### config.mk
export PLATFORM = sky130hd
export DESIGN_NAME = hilo_commit_pipe
export DESIGN_NICKNAME = d
export VERILOG_FILES = /design/src/rtl/hilo_commit_pipe_pkg.sv /design/src/rtl/hilo_commit_pipe_slot.sv /design/src/rtl/hilo_commit_pipe.sv
export SDC_FILE = /design/constraint.sdc
export NUM_CORES = 1
export LEC_CHECK = 0
export BUFFER_PORTS_ARGS = -buffer_cell sky130_fd_sc_hd__buf_2
export CORE_ASPECT_RATIO = 2
export CORE_MARGIN = 3
export CORE_UTILIZATION = 45
export DETAILED_ROUTE_END_ITERATION = 8
export HOLD_SLACK_MARGIN = 0.12
export PLACE_DENSITY = 0.8
export SYNTH_ARGS = -nofsm -noshare
export SYNTH_HDL_FRONTEND = slang
export SYNTH_SLANG_ARGS = --single-unit
### constraint.sdc
create_clock -name clk -period 1.7 [get_ports clk]
set_input_delay 0.34 -clock clk [delete_from_list [all_inputs] [get_ports clk]]
set_output_delay 0.34 -clock clk [all_outputs]
set_load 0.01 [all_outputs]
### src/rtl/hilo_commit_pipe_pkg.sv
// Shared HI/LO definitions: bus widths, enable encodings and reset constants
// used by the commit pipe and its slot registers.
package hilo_commit_pipe_pkg;

  localparam int DATA_BUS = 32;
  localparam int HILO_SLOT_BUS = 1 + 2 * DATA_BUS;

  localparam logic WRITE_ENABLE  = 1'b1;
  localparam logic WRITE_DISABLE = 1'b0;
  localparam logic RST_ENABLE    = 1'b1;

  localparam logic [DATA_BUS-1:0] ZERO_WORD = '0;

endpackage

### src/rtl/hilo_commit_pipe_slot.sv
// One pipeline slot {en, hi, lo}: loads, holds, or is killed/bubbled
// each cycle.
module hilo_commit_pipe_slot
  import hilo_commit_pipe_pkg::*;
#(
  parameter int DATA_W = DATA_BUS
) (
  input  logic              clk,
  input  logic              rst,
  input  logic              load,
  input  logic              kill,
  input  logic              bubble,
  input  logic              nxt_en,
  input  logic [DATA_W-1:0] nxt_hi,
  input  logic [DATA_W-1:0] nxt_lo,
  output logic              en,
  output logic [DATA_W-1:0] hi,
  output logic [DATA_W-1:0] lo
);

  // A killed load still captures data; only the enable is dropped.
  always_ff @(posedge clk) begin
    if (rst == RST_ENABLE) begin
      en <= WRITE_DISABLE;
      hi <= '0;
      lo <= '0;
    end else if (load) begin
      en <= nxt_en & ~kill;
      hi <= nxt_hi;
      lo <= nxt_lo;
    end else if (kill || bubble) begin
      en <= WRITE_DISABLE;
    end
  end

endmodule

### src/rtl/hilo_commit_pipe.sv
// HI/LO write pipe: carries EX writes through MEM and WB slots, commits at WB
// and forwards the youngest in-flight pair back to EX.
module hilo_commit_pipe
  import hilo_commit_pipe_pkg::*;
#(
  parameter int DATA_W = DATA_BUS
) (
  input  logic              clk,
  input  logic              rst,
  input  logic              ex_write_hilo_en,
  input  logic [DATA_W-1:0] ex_write_hi_data,
  input  logic [DATA_W-1:0] ex_write_lo_data,
  input  logic              stall_mem,
  input  logic              flush,
  output logic [DATA_W-1:0] hi_val_mux_data,
  output logic [DATA_W-1:0] lo_val_mux_data,
  output logic [DATA_W-1:0] hi_arch,
  output logic [DATA_W-1:0] lo_arch,
  output logic              hilo_busy,
  output logic              commit_pulse
);

  logic              m_en, w_en;
  logic [DATA_W-1:0] m_hi, m_lo, w_hi, w_lo;
  logic [DATA_W-1:0] hi_r, lo_r;
  logic              m_load, w_load;

  // Flush beats stall: MEM is emptied rather than held, and WB takes
  // the (killed) MEM contents instead of a plain bubble.
  assign m_load = ~flush & ~stall_mem;
  assign w_load = ~stall_mem | flush;

  // ---- MEM slot ----
  hilo_commit_pipe_slot #(.DATA_W(DATA_W)) u_mem_slot (
    .clk    (clk),
    .rst    (rst),
    .load   (m_load),
    .kill   (flush),
    .bubble (1'b0),
    .nxt_en (ex_write_hilo_en),
    .nxt_hi (ex_write_hi_data),
    .nxt_lo (ex_write_lo_data),
    .en     (m_en),
    .hi     (m_hi),
    .lo     (m_lo)
  );

  // ---- WB slot ----
  hilo_commit_pipe_slot #(.DATA_W(DATA_W)) u_wb_slot (
    .clk    (clk),
    .rst    (rst),
    .load   (w_load),
    .kill   (flush),
    .bubble (stall_mem),
    .nxt_en (m_en),
    .nxt_hi (m_hi),
    .nxt_lo (m_lo),
    .en     (w_en),
    .hi     (w_hi),
    .lo     (w_lo)
  );

  // ---- commit to architectural HI/LO ----
  always_ff @(posedge clk) begin
    if (rst == RST_ENABLE) begin
      hi_r         <= '0;
      lo_r         <= '0;
      commit_pulse <= WRITE_DISABLE;
    end else begin
      commit_pulse <= w_en;
      if (w_en == WRITE_ENABLE) begin
        hi_r <= w_hi;
        lo_r <= w_lo;
      end
    end
  end

  always_comb begin
    hi_val_mux_data = hi_r;
    lo_val_mux_data = lo_r;
    if (m_en) begin
      hi_val_mux_data = m_hi;
      lo_val_mux_data = m_lo;
    end else if (w_en) begin
      hi_val_mux_data = w_hi;
      lo_val_mux_data = w_lo;
    end
  end

  assign hi_arch   = hi_r;
  assign lo_arch   = lo_r;
  assign hilo_busy = m_en | w_en;

endmodule

==> out/metrics.yaml <==
status: "complete, but fails checks"
violations: "negative setup slack"
synthFlopType: "dfxtp_1"
synth_cell_types: 16
required_ns: 1.36
viasPerCell: 5.31
area_growth_pct: 37.1
crit_path_top_delay_cell: "dfxtp_4"
period_minus_slack_ns: 2.21
worstSkewPairLatency_ns: 0.43
ys_top_cells_by_area: "dfxtp_1 (50%), mux2_2 (13%), nand2_1 (12%), a21oi_1 (8.2%), mux2_4 (7.3%)"
drv_cap: 0
first_pass_iters: 5
die_h_um: 193
wirelength_um: 22900
muxShareOfSynthArea_pct: 20.3
clockRootBuffer: "clkbuf_16"
whs_ns: 0.141
drc: 0
syn_nets: 911
fin_skew_ns: 0.00765
core_area_mm2: 0.0169
path_cells: "buf_12, clkbuf_16, mux2_4, mux2_2, buf_6"
ant_nets: 0
fin_ws_ns: -0.507
clkSlewWorstSetupHoldPaths_ns: 0.07
post-route-period-util_pct: 130
io_buffers: 198
synth_top_family_by_area: "multiplexers"
synth_seq_cells: 195
grt_pass1_vias: 6849
hp-class: "in -> reg"
die_x_um: 99.4
worstSetupPathType: "reg -> out"
critPathMaxFanout: 5
synthTopCellsByCount: "nand2_1 (256), dfxtp_1 (195), a21oi_1 (128), mux2_2 (90), nor2b_1 (66)"
gp_congestion: 0.792
die-area_mm2: 0.0192
slew_headroom_pct: 76.1
swShare_pct: 24.1
post_synth_and_or_nand_nor_area_fraction_pct: 18.0
ys_warn_count: 0
yosys.area.top_type: "dfxtp_1"
timing_max_transition_violations_final: 0
cts_tree: "yes"
synth-async-reset-ratio_pct: 0
max_stage_delay_ns: 0.39
cts_buffer_depth: 2
cts.sinks: 195
grt_max_degree: 53
cts_max_level: 4
n_fill_cell: 1304
synth_compound_area_share_pct: 8.16
synthAdderAreaFrac_pct: 0
combPwrFrac_pct: 6.6
synth_most_common_cell: "nand2_1"
antenna_found_initial: 0
tightestPinTransition_ns: 0.358
cp-end-kind: "output pin"
ir_worst_vdd_mv: 0.685
pwr-share-seq_pct: 50.1
p_leak_nw: 4.55
post_drt_wl_per_cell_um: 18.2
path_buf_inv: 3
grt_pass1_wl_um: 34200
cp_top_family: "multiplexers"
place_area_mm2: 0.00916
fin_cells: 1259
clkPwrFrac_pct: 43.3
synth.top_cell.area_share_pct: 49.7
first_iter_violations: 329
fin_tns_setup_ns: -29.08
hold_viol_final: 0
place_inst: 1207
grt_setup_unrepaired: "true"
synth.avg_cell_area_um2: 9.33
dpl.hpwl_um: 14100
arrival_ns: 1.87
fmax_mhz: 453
critPathLaunchType: "flip-flop"
row_count: 67
synth_edf_count: 0
synth_area_mm2: 0.00786
final_nets: 1108
finalSetupViolations: 65
cts_made_buffers: 17
pwr_density_cell_mw_per_mm2: 881
switchingPower_mw: 2.29
antennaDiodeCount: 0
initial_utilization_pct: 46.4
fin_util_pct: 63.6
synth-xor-area-share_pct: 0
synthCells: 842
grt_use_total_pct: 22.6
p_int_mw: 7.20
drive_gt1_share_pct: 38.2
final_area_mm2: 0.0108
yosysSeqAreaShare_pct: 49.7
grt_overflow_total: 0
vias: 6685
boundaryPins: 199
[flip-flops by register name (all words and copies together), names as in the netlist]
register       cells
u_mem_slot.hi     32
lo_arch           32
u_mem_slot.en      1
u_wb_slot.en       1
u_wb_slot.hi      32
hi_arch           32
u_mem_slot.lo     32
commit_pulse       1
u_wb_slot.lo      32
[worst reg2reg max path, delay by kind of cell, from the launching register on]
family	cells	cell delay, ns
buffers and inverters	3	0.43
flip-flops	1	0.39
multiplexers	1	0.31
AND/OR/NAND/NOR	1	0.11
[repair_timing]
action,4_1_cts,5_1_grt
endpoints found under the hold margin,5,0
gates resized for setup,92,49
endpoints found under the setup margin,65,65
setup buffers,2,6
cloned,2,6
hold buffers,5,0
[layout by cell type, fill, tap and decap left out]
master         synthesis  routed
mux2_2                90      26
buf_2                 27     134
nand2b_2               0       1
nor2b_1               66      65
nor2b_4                0       1
clkinv_4               0       2
buf_12                 0      17
clkinvlp_4             0       3
buf_6                  5      67
mux2_4                38     102
a21oi_1              128     128
nor4b_1                1       1
dlygate4sd3_1          0       5
or2_2                  2       1
or2_4                  0       1
clkbuf_16              0      22
inv_8                  0       2
bufinv_16              0       2
inv_6                  0       5
nand2_1              256     256
nor2_4                 0       1
clkbuf_8               0       1
dfxtp_4                0       2
mux2i_1                1       1
dfxtp_1              195     193
bufbuf_16              0       2
buf_4                  0       9
buf_8                  0       1
nor3_1                 1       1
[stage by stage]
stage	power [mW]	worst slack, ns
6_report	9.49	-0.507
5_1_grt	9.80	-0.534
4_1_cts	9.54	-0.511
3_5_place_dp	5.42	-0.0297
3_3_place_gp	5.40	-0.0200
2_1_floorplan	5.16	0.131
[worst paths after layout]
path	from	endpoint	slack, ns	depth (start not counted)
max	u_wb_slot.en	lo_val_mux_data[4]	-0.51	5
min	ex_write_lo_data[20]	u_mem_slot.lo[20]	0.14	3
max reg2reg	u_wb_slot.en	hi_arch[26]	0.36	5
min reg2reg	u_wb_slot.lo[24]	u_wb_slot.lo[24]	0.45	2
[layout make-up]
type	count	area (um2)	area share (%)
clock inverters	14	166	1.55
well taps	207	259	2.41
flip-flops and latches	195	3910	36.3
clock buffers	18	439	4.08
repair buffers	240	2090	19.4
multi-input cells	585	3910	36.3
[metal layers]
layer | part of all wire [%] | GRT usage [%] | up-vias
met5 | 0 | 0 | -
met3 | 4.7 | 4.74 | 80
met4 | 4.8 | 13.0 | 0
li1 | - | - | 3158
met2 | 54 | 41.9 | 258
met1 | 36 | 23.0 | 3189
[power groups by stage]
stage / Combinational, mW / Clock [mW] / Sequential (mW)
3_5_place_dp: 0.559 / 0 / 4.86
5_1_grt: 0.679 / 4.35 / 4.77
4_1_cts: 0.603 / 4.19 / 4.75
2_1_floorplan: 0.326 / 0 / 4.83
6_report: 0.623 / 4.11 / 4.76
3_3_place_gp: 0.550 / 0 / 4.85
[logic make-up after synthesis]
family,Yosys count
flops,195
mux,129
buf+inv,62
compound gates,128
simple gates,328
(Power assumes the default switching activity.)
